==> src/rtl/fetch_queue.sv <==
// fetch_queue: owns the PC, fetches from combinational imem and buffers
// instructions in a circular queue, with redirect flush and drained halt.
module fetch_queue #(
    parameter int               XLEN       = 32,
    parameter int               DEPTH      = 4,
    parameter logic [XLEN-1:0]  RESET_PC   = '0,
    parameter logic [XLEN-1:0]  HALT_INSTR = 'h73
) (
    input  logic                   clk,
    input  logic                   reset,
    output logic [XLEN-1:0]        imem_addr,
    input  logic [XLEN-1:0]        imem_rdata,
    input  logic                   A_stall,
    input  logic                   LS_stall,
    output logic                   issue_valid,
    output logic [XLEN-1:0]        issue_instr,
    output logic [XLEN-1:0]        issue_pc,
    input  logic                   redirect_valid,
    input  logic [XLEN-1:0]        redirect_pc,
    output logic [$clog2(DEPTH):0] count,
    output logic                   halted
);

    localparam int AW = $clog2(DEPTH);
    localparam int CW = AW + 1;
    localparam logic [CW-1:0] FULL = CW'(DEPTH);
    localparam logic [CW-1:0] ONE  = CW'(1);
    localparam logic [AW-1:0] INC  = AW'(1);
    localparam logic [XLEN-1:0] PC_STEP  = XLEN'(4);
    localparam logic [XLEN-1:0] PC_ALIGN = ~XLEN'(3);

    typedef enum logic [1:0] {
        FETCH,
        DRAIN,
        HALTED
    } state_t;

    state_t          state, state_nx;
    logic [XLEN-1:0] pc;
    logic [AW-1:0]   wr_ptr, rd_ptr;
    logic [CW-1:0]   count_q;
    logic [XLEN-1:0] q_instr [DEPTH];
    logic [XLEN-1:0] q_pc    [DEPTH];

    logic is_halt, pop, push, full, drained;

    assign is_halt = (imem_rdata == HALT_INSTR);
    assign full    = (count_q == FULL);
    assign pop     = issue_valid & ~A_stall & ~LS_stall;
    assign push    = (state == FETCH) & ~is_halt & (~full | pop)
                   & ~redirect_valid;
    // Queue empties at this edge: nothing held, or the last entry leaves now.
    assign drained = (count_q == '0) | ((count_q == ONE) & pop);

    assign imem_addr   = pc;
    assign count       = count_q;
    assign halted      = (state == HALTED);
    assign issue_valid = (count_q != '0) & (state != HALTED);
    assign issue_instr = issue_valid ? q_instr[rd_ptr] : '0;
    assign issue_pc    = issue_valid ? q_pc[rd_ptr] : '0;

    always_comb begin
        state_nx = state;
        if (redirect_valid) begin
            state_nx = FETCH;
        end else begin
            unique case (state)
                FETCH:   if (is_halt) state_nx = drained ? HALTED : DRAIN;
                DRAIN:   if (drained) state_nx = HALTED;
                HALTED:  state_nx = HALTED;
                default: state_nx = FETCH;
            endcase
        end
    end

    always_ff @(posedge clk or negedge reset) begin
        if (!reset) begin
            state   <= FETCH;
            pc      <= RESET_PC;
            wr_ptr  <= '0;
            rd_ptr  <= '0;
            count_q <= '0;
        end else begin
            state <= state_nx;
            if (redirect_valid) begin
                pc      <= redirect_pc & PC_ALIGN;
                wr_ptr  <= '0;
                rd_ptr  <= '0;
                count_q <= '0;
            end else begin
                if (push) begin
                    pc     <= pc + PC_STEP;
                    wr_ptr <= wr_ptr + INC;
                end
                if (pop) rd_ptr <= rd_ptr + INC;
                if (push & ~pop)      count_q <= count_q + ONE;
                else if (pop & ~push) count_q <= count_q - ONE;
            end
        end
    end

    // Storage needs no reset: occupancy alone decides what is visible.
    always_ff @(posedge clk) begin
        if (push) begin
            q_instr[wr_ptr] <= imem_rdata;
            q_pc[wr_ptr]    <= pc;
        end
    end

endmodule

==> config.mk <==
export PLATFORM = sky130hd
export DESIGN_NAME = fetch_queue
export DESIGN_NICKNAME = d
export VERILOG_FILES = /design/src/rtl/fetch_queue.sv
export SDC_FILE = /design/constraint.sdc
export NUM_CORES = 1
export LEC_CHECK = 0
export ABC_AREA = 1
export BUFFER_PORTS_ARGS = -buffer_cell sky130_fd_sc_hd__buf_2
export CAP_MARGIN = 20
export CELL_PAD_IN_SITES_DETAIL_PLACEMENT = 1
export CELL_PAD_IN_SITES_GLOBAL_PLACEMENT = 2
export CORE_MARGIN = 2
export CORE_UTILIZATION = 40
export DETAILED_ROUTE_END_ITERATION = 7
export MAX_ROUTING_LAYER = met4
export PLACE_DENSITY = 0.87
export RECOVER_POWER = 50
export SLEW_MARGIN = 20
export SYNTH_ARGS = -nofsm -noshare
export SYNTH_HDL_FRONTEND = slang
export SYNTH_SLANG_ARGS = --single-unit
export TNS_END_PERCENT = 20
==> constraint.sdc <==
create_clock -name clk -period 6.7 [get_ports clk]
set_input_delay 1.005 -clock clk [delete_from_list [all_inputs] [get_ports clk]]
set_output_delay 1.005 -clock clk [all_outputs]
set_load 0.01 [all_outputs]
# Word-level counts from Yosys, hierarchy flattened
# Memories as Yosys holds them, arrays and structs flattened.
# Index checks and enable logic that the tools add are counted.
# Widths: inputs -> output; s select.
[totals]
reg_bits = 41
ramBits = 256
in_bits = 69
out_inout_bits = 101
elab_cells = 63
n_memories = 2
[op_classes]
n_addsub = 5
eq_ne = 8
n_mux = 18
n_bitwise = 18
reduce_logical = 7
[memory_table]
columns = ["name", "words", "width", "read_ports", "rd_clocked_by_memory_dff", "write_ports", "line_no", "source"]
rows = [
  ["q_instr", 4, 32, 1, 0, 1, "42", "logic [XLEN-1:0] q_instr [DEPTH];"],
  ["q_pc", 4, 32, 1, 0, 1, "43", "logic [XLEN-1:0] q_pc [DEPTH];"],
]
[op_table]
columns = ["cell", "count"]
rows = [
  ["$mux 32", 4],
  ["$add 32x3->32 const B", 1],
  ["$eq 32x7->1 const B", 1],
  ["$mux 2", 8],
  ["$and 1x1->1", 9],
  ["$mux 3", 3],
  ["$not 1->1", 7],
  ["$ne 3x3->1 const B", 2],
  ["$pmux 2 s3", 1],
  ["$reduce_bool 3->1", 2],
  ["$add 2x1->2 const B", 2],
  ["$reduce_bool 2->1", 2],
  ["$add 3x1->3 const B", 1],
  ["$eq 3x1->1 const B", 1],
  ["$eq 3x3->1 const B", 1],
  ["$logic_not 3->1", 1],
  ["$sub 3x1->3 const B", 1],
  ["$eq 2x1->1 const B", 1],
  ["$eq 2x2->1 const B", 1],
  ["$logic_not 2->1", 1],
  ["$mux 1", 2],
  ["$ne 2x2->1 const B", 1],
  ["$or 1x1->1", 2],
  ["$reduce_and 2->1", 1],
]

# Logic depth before layout (Yosys ltp)
# Gate-level depths: netlist of the first run.
[logic_depth]
depth_word = 12
depth_mapped = 13

# Worst setup path after synthesis of the first run
# Ideal clock, no wire load.
[synth_timing]
path_type = "input-to-reg"
start = "input imem_rdata[11]"
end = "memory q_instr[0][0] (enable)"
setup_ps = 483
arrival_time_ps = 4382
t_required_ps = 6217
setup_slack_ps = 1836
path_stages = 11
cell_sequence = "nor2_1 nand2_1 inv_1 nand2_1 nor2_1 nand2_1 nand3_4 nor2_8 inv_2 buf_6 nor2_1"
[synth_via]
elab_chain_len = 7
[synth_rtl]
columns = ["item", "line_no", "source"]
rows = [
  ["start, declared", "12", "input logic [XLEN-1:0] imem_rdata,"],
  ["$eq 32x7->1", "47", "assign is_halt = (imem_rdata == HALT_INSTR);"],
  ["$not 1->1", "50", "assign push = (state == FETCH) & ~is_halt & (~full | pop)"],
  ["$and 1x1->1 (2 in series)", "50", ""],
  ["$and 1x1->1", "51", "& ~redirect_valid;"],
  ["$mux 1", "104", "if (push) begin"],
  ["$mux 1 (not written as such)", "105", "q_instr[wr_ptr] <= imem_rdata;"],
  ["end, declared", "42", ""],
]
# No other way between the ends.

# Final worst setup path of the first run
[layout_timing]
start = "register rd_ptr[0]"
end = "output issue_instr[30]"
[layout_via]
elab_chain_len = 2
[layout_rtl]
columns = ["item", "line_no", "source"]
rows = [
  ["start, declared", "40", "logic [AW-1:0] wr_ptr, rd_ptr;"],
  ["start signal, assigned", "95", "if (pop) rd_ptr <= rd_ptr + INC;"],
  ["$mem_v2 4x32", "--", ""],
  ["$mux 32", "59", "assign issue_instr = issue_valid ? q_instr[rd_ptr] : '0;"],
  ["end, declared", "16", "output logic [XLEN-1:0] issue_instr,"],
]
# No other way between the ends.

==> results by group, run 1 <==
Power and ir drop
  • Pwr/cell area: 455 mW/mm^2
  • Net Sw Frac: 38.6%
  • Peak supply drop: 0.264 mV
  • Sequential share of power: 43.9%
  • Pint: 4080 uW
  • Logic gate share of total power: 32.4%
  • Leakage: 0.00552 uW
  • Clock power share: 23.8%
  • Sw power: 2560 uW

Synth
  • Synthesized cell area: 0.0126 sq mm
  • Synth top area share: 59.1%
  • Top cells by count, synth: nor2_1 (320), edfxtp_1 (248), o21ai_0 (145)
  • Post-synth ARST share: 13.6%
  • Post-synth EDFFs: 248
  • Yosys warns: 0
  • FF+latch count, synth: 287
  • Ys flop type: edfxtp_1
  • Most numerous cell in the Yosys netlist: nor2_1
  • Sequential area share after synthesis: 66.8%
  • Area contributors post-synth: edfxtp_1 (59%), nor2_1 (9.5%), dfrtp_1 (7.7%)
  • Post-synth cell types: 38
  • Leading area contributor after synthesis: edfxtp_1
  • Syn_area_per_cell: 10.6 sq um
  • Gate count after technology mapping: 1186

Critical path
  • Worst path cell trace: clkinv_2, buf_4, o21ai_0, a21oi_1, buf_2
  • Critical path class: register to primary output
  • Endpoint class of the critical path: primary output
  • Reg2reg start: count[0]$_DFFE_PN0P_
  • CP Launch Type: register
  • Register-to-register setup slack: 2.34 ns
  • Worst path depth: 5
  • CP Data Arrival Time: 3.47 ns
  • Worst R2R End: q_instr[2][8]$_DFFE_PP_
  • Worst Path Max Fanout: 66
  • Critical Path Sink: issue_instr[30]
  • Crit-path slowest cell: clkinv_2
  • Critical Path Start: rd_ptr[0]$_DFFE_PN0P_
  • Reg2reg path depth: 10
  • Crit path buffers/inverters: 3
  • Critical Path Max Stage Delay: 0.82 ns
  • Required @ worst endpoint: 5.69 ns
  • Cell family with most CP delay: buffers and inverters

Drt
  • Wire length per cell: 19.9 um
  • Post-route DRC: 0
  • Via count: 9185
  • Antenna viol nets, final: 0
  • Drt pass-1 iters: 5
  • WL final: 34800 um
  • Initial DRC count: 596
  • Via-per-instance ratio: 5.24

GRT
  • Tot GR Track Use: 21.8%
  • Largest net degree at the start of global routing: 77
  • Number of global-route vias before repair: 9502
  • First-pass GRT wire length: 54500 um
  • Initial antenna violation count: 0
  • Overflow after GRT: 0

Timing
  • Setup Skew: 0.00948 ns
  • Setup TNS: 0 ns
  • Max frequency: 223 MHz
  • Minimum clock period: 4.48 ns
  • Setup violators final: 0
  • Max Slew Vio Count: 40
  • Worst relative slew slack: -60.1%
  • Worst-margin pin slew: 2.40 ns
  • Period utilization: 66.8%
  • RSZ-0062 raised after global routing: no
  • Final Hold Fails: 0

Floorplan
  • I/O pin count: 170
  • Core Area: 0.0308 sq mm
  • Die area: 0.0329 sq mm
  • Starting Density: 40.9%
  • Row count: 64
  • Die Y: 182 um
  • Die W: 182 um

Final layout
  • Antenna diodes: 0
  • FILL cells: 3471
  • Final #Nets: 1415
  • Footprint of the multi-input gates: 0.00365 sq mm
  • Reg area: 0.00843 sq mm
  • Core Util, Final: 47.3%
  • Share of cells above drive strength 1: 13.0%
  • Synth-to-layout area growth: 15.6%

Clock tree
  • Clock sink total: 287
  • CTS tree: done
  • Setup bufs post-CTS: 0
  • Clk slew on worst S/H paths: 0.06 ns
  • Post-CTS resize count: 0
  • Clock Latency Late Sink: 0.55 ns
  • Hold buffer count at cts: 0
  • Longest Clk Path Bufs: 3
  • H-tree Lvls: 1
  • Root buf cell: clkbuf_16
  • Num CTS Buffers: 30

Outcome
  • Status: finished with violations
  • Failing checks: max-capacitance violations, max-slew violations

Place
  • Post-DP HPWL: 21400 um
  • Placer Congestion: 0.803
  • Buffers on Ports: 163

Hold path
  • Min-Delay Path Class: register to register

Flow run
  • Max Cap Viol: 1
## kinds of logic after synthesis
logic type | Yosys count | synth area share [%]
AND/OR/NAND/NOR | 500 | 16.1
flip-flops | 287 | 66.8
other | 1 | 0.0298
buffers and inverters | 126 | 4.22
XOR/XNOR | 19 | 1.32
AO/OA/AOI/OAI | 240 | 10.3
adder cells (fa/ha/maj) | 13 | 1.29
## power by group through the flow
stage,Combinational [uW],Clock (uW),Sequential (uW)
after floorplan,1350,0,2830
after global placement,2190,0,2910
after detailed placement,2240,0,2940
after CTS,2250,1610,2900
after global routing,2410,1670,2970
final,2150,1580,2910
## final cells by class
cell class,count,share of cell area [%]
Multi-Input combinational cell,776,25.1
Inverter,63,1.63
Tap cell,396,3.40
Clock buffer,46,6.05
Clock inverter,10,0.378
Sequential cell,287,57.8
Timing Repair Buffer,175,5.66
## cells in the final DEF (no fill, tap or decap), drive strengths merged, types with 3 or more instances in the layout
cell / instances
dfrtp: 39
clkbuf: 111
clkinv: 9
o211ai: 14
a31oi: 3
nor2: 322
ha: 13
edfxtp: 248
nor3: 16
buf: 110
nand3: 30
o22ai: 3
nand4: 10
a21oi: 69
xor2: 18
conb: 4
inv: 62
o21ai: 147
nand2: 119
## state kept, by name, summed over array words and instances (netlist names)
name / cells
state: 2
wr_ptr: 2
rd_ptr: 2
imem_addr: 30
q_pc: 120
q_instr: 128
count: 3
## through the flow
step                      cell area, sq um  cells  hold WS [ns]  setup WS [ns]  total power, uW
after floorplan                      12600   1189         0.575           1.84             4180
after global placement               13800   1697         0.571           2.50             5090
after detailed placement             13800   1697         0.578           2.46             5180
after CTS                            14700   1753         0.600           2.14             6760
after global routing                 14600   1753         0.659           1.91             7050
final                                14600   1753         0.596           2.22             6640
## worst min-delay path: stages (launching register included)
cell and delay [ns]:
dfrtp_1 0.39, nand3_1 0.09, nand3_1 0.07
## per-layer routing
| metal | GRT usage, % | wire, um | vias up |
|---|---|---|---|
| met4 | 4.33 | 454 | 0 |
| met3 | 2.49 | 1490 | 34 |
| met1 | 29.5 | 16000 | 4599 |
| met2 | 35.8 | 16900 | 209 |
| li1 | - | - | 4343 |
| met5 | - | 0 | - |
## worst min-delay path by stage
stage	cells after the start	from	slack, ns	end
final	2	count[1]$_DFFE_PN0P_	0.60	count[1]$_DFFE_PN0P_
after global routing	2	count[1]$_DFFE_PN0P_	0.66	count[1]$_DFFE_PN0P_
after detailed placement	2	count[1]$_DFFE_PN0P_	0.58	count[1]$_DFFE_PN0P_
after CTS	2	count[1]$_DFFE_PN0P_	0.60	count[1]$_DFFE_PN0P_
after global placement	2	count[1]$_DFFE_PN0P_	0.57	count[1]$_DFFE_PN0P_
after floorplan	0	imem_addr[31]$_DFFE_PN0P_	0.57	q_pc[0][31]$_DFFE_PP_
Note: power is estimated with default switching activity, not from simulation.
==> run 2, diff against run 1 <==
Settings changed: CORE_UTILIZATION 40 to 37, PLACE_DENSITY 0.87 to 0.82.
Clock period 6.7 ns to 4.7 ns, I/O delays scaled along.
==> run 2 against run 1 <==
The run still ends with max-capacitance violations, max-slew violations left. Critical endpoint is now imem_addr[19]$_DFFE_PN0P_. Combinational power rose by 45%. Largest power group unchanged. Highest routed layer unchanged. First-iteration DRC count fell by 13%. Critical path type is now register to register. Worst hold slack got worse by 0.21 ns. Clock skew barely moved.
==> results by group, run 2 (same netlist as run 1, synthesis figures left out) <==
Outcome
  • Status: finished with violations
  • Failing checks: max-capacitance violations, max-slew violations

GRT
  • Largest net degree at the start of global routing: 64
  • Initial antenna violation count: 0
  • First-pass GRT wire length: 53400 um
  • Tot GR Track Use: 19.9%
  • Overflow after GRT: 0
  • Number of global-route vias before repair: 9502

Timing
  • Final setup margin: 0.953 ns
  • Final Hold Fails: 0
  • RSZ-0062 raised after global routing: no
  • Max frequency: 267 MHz
  • Setup Skew: 0.00925 ns
  • Worst-margin pin slew: 2.38 ns
  • Minimum clock period: 3.75 ns
  • Period utilization: 79.7%
  • Hold_ws: 0.384 ns
  • Max Slew Vio Count: 40
  • Worst relative slew slack: -58.9%
  • Setup violators final: 0

Critical path
  • Critical Path Max Stage Delay: 0.87 ns
  • CP Data Arrival Time: 4.17 ns
  • Most used cell, CP: nand2_1
  • CP Launch Type: register
  • Critical Path Start: count[0]$_DFFE_PN0P_
  • Critical Path Sink: imem_addr[19]$_DFFE_PN0P_
  • Worst R2R End: imem_addr[19]$_DFFE_PN0P_
  • Reg2reg start: count[0]$_DFFE_PN0P_
  • Required @ worst endpoint: 5.12 ns
  • Register-to-register setup slack: 0.95 ns
  • Worst path cell trace: inv_1, ha_1, a21oi_1, nand2_1, nand2_1, nand3_4, nand2_1, inv_1, nand2_1, o211ai_2
  • Crit-path slowest cell: nand2_1
  • Endpoint class of the critical path: register
  • Critical path class: register to register
  • Worst Path Max Fanout: 30
  • Reg2reg path depth: 10

Final layout
  • Footprint of the multi-input gates: 0.00366 sq mm
  • Share of cells above drive strength 1: 12.7%
  • Most common cell after layout, fill and taps aside: nor2_1
  • Reg area: 0.00843 sq mm
  • Most frequent cells in the layout: nor2_1 (316), edfxtp_1 (248), o21ai_0 (146)
  • Synth-to-layout area growth: 16.5%
  • Final #Nets: 1419
  • FILL cells: 3781
  • Core Util, Final: 43.8%
  • Top reg by flops: q_instr
  • Antenna diodes: 0
  • Max reg flops: 128
  • Design Area, Final: 0.0147 sq mm

Power and ir drop
  • Leakage: 0.00554 uW
  • Total power: 9470 uW
  • Pwr/cell area: 645 mW/mm^2
  • Peak supply drop: 0.292 mV

Clock tree
  • Longest Clk Path Bufs: 3
  • Post-CTS resize count: 0
  • Root buf cell: clkbuf_16
  • Num CTS Buffers: 31
  • H-tree Lvls: 1
  • Hold buffer count at cts: 0
  • Clock Latency Late Sink: 0.55 ns
  • Setup bufs post-CTS: 0
  • Clk slew on worst S/H paths: 0.07 ns
  • CTS tree: done
  • Clock sink total: 287

Place
  • Buffers on Ports: 163
  • Post-Place Worst Slack: 1.27 ns
  • Placement Cell Area: 0.0139 sq mm
  • Placer Congestion: 0.781
  • Post-DP HPWL: 21900 um

Flow run
  • Max Cap Viol: 1

Floorplan
  • Starting Density: 37.6%
  • Die W: 189 um
  • Row count: 67
  • Die area: 0.0356 sq mm
  • I/O pin count: 170
  • Core Area: 0.0335 sq mm
  • Die Y: 189 um

Hold path
  • Min-Delay Path Class: input port to register

Drt
  • Post-route DRC: 0
  • Antenna viol nets, final: 0
  • Drt pass-1 iters: 5
  • Wire length per cell: 19.3 um
  • Initial DRC count: 516
  • WL final: 34800 um
  • Via count: 9106
  • Via-per-instance ratio: 5.04
## run 2: worst max-delay path: cells and delay by family, from the launching register on
family	cells	cell delay (ns)
DFF	1	0.40
and+or+nand+nor	5	1.91
buffers and inverters	2	0.65
AOI/OAI and AO/OA	2	0.42
adders and majority gates	1	0.24
## run 2: worst min path at each step
stage,start,to,slack [ns],cells after the start
after detailed placement,count[1]$_DFFE_PN0P_,count[1]$_DFFE_PN0P_,0.59,2
after global placement,count[1]$_DFFE_PN0P_,count[1]$_DFFE_PN0P_,0.57,2
after global routing,redirect_pc[10],imem_addr[10]$_DFFE_PN0P_,0.37,3
final,redirect_pc[10],imem_addr[10]$_DFFE_PN0P_,0.38,3
after floorplan,reset,count[0]$_DFFE_PN0P_,0.41,0
after CTS,reset,imem_addr[9]$_DFFE_PN0P_,0.34,1
## run 2: cell type report
| class | instances | share of cell area [%] |
|---|---|---|
| sequential | 287 | 57.4 |
| multi-input combinational | 776 | 24.9 |
| timing repair buffer | 178 | 5.92 |
| clock buffer | 34 | 5.36 |
| tap | 448 | 3.82 |
| inverter | 63 | 1.62 |
| clock inverter | 20 | 1.01 |
## run 2: power breakdown
| group | internal (uW) | switching [uW] |
|---|---|---|
| logic | 943 | 2170 |
| clock network | 1300 | 937 |
| registers | 3600 | 524 |
| total | 5840 | 3630 |
## run 2: through the flow
stage / instances / setup TNS (ns)
finish: 1806 / 0
global route: 1806 / 0
CTS: 1806 / 0
detailed placement: 1752 / 0
global placement: 1752 / 0
floorplan: 1189 / -1.83
## run 2: layer usage
metal  GRT usage, %  wire (um)  vias to the layer above
met1           26.1      15800                     4509
met2           33.8      17200                      207
met4           3.37        348                        0
met5              -          0                        -
li1               -          -                     4361
met3           2.42       1440                       29
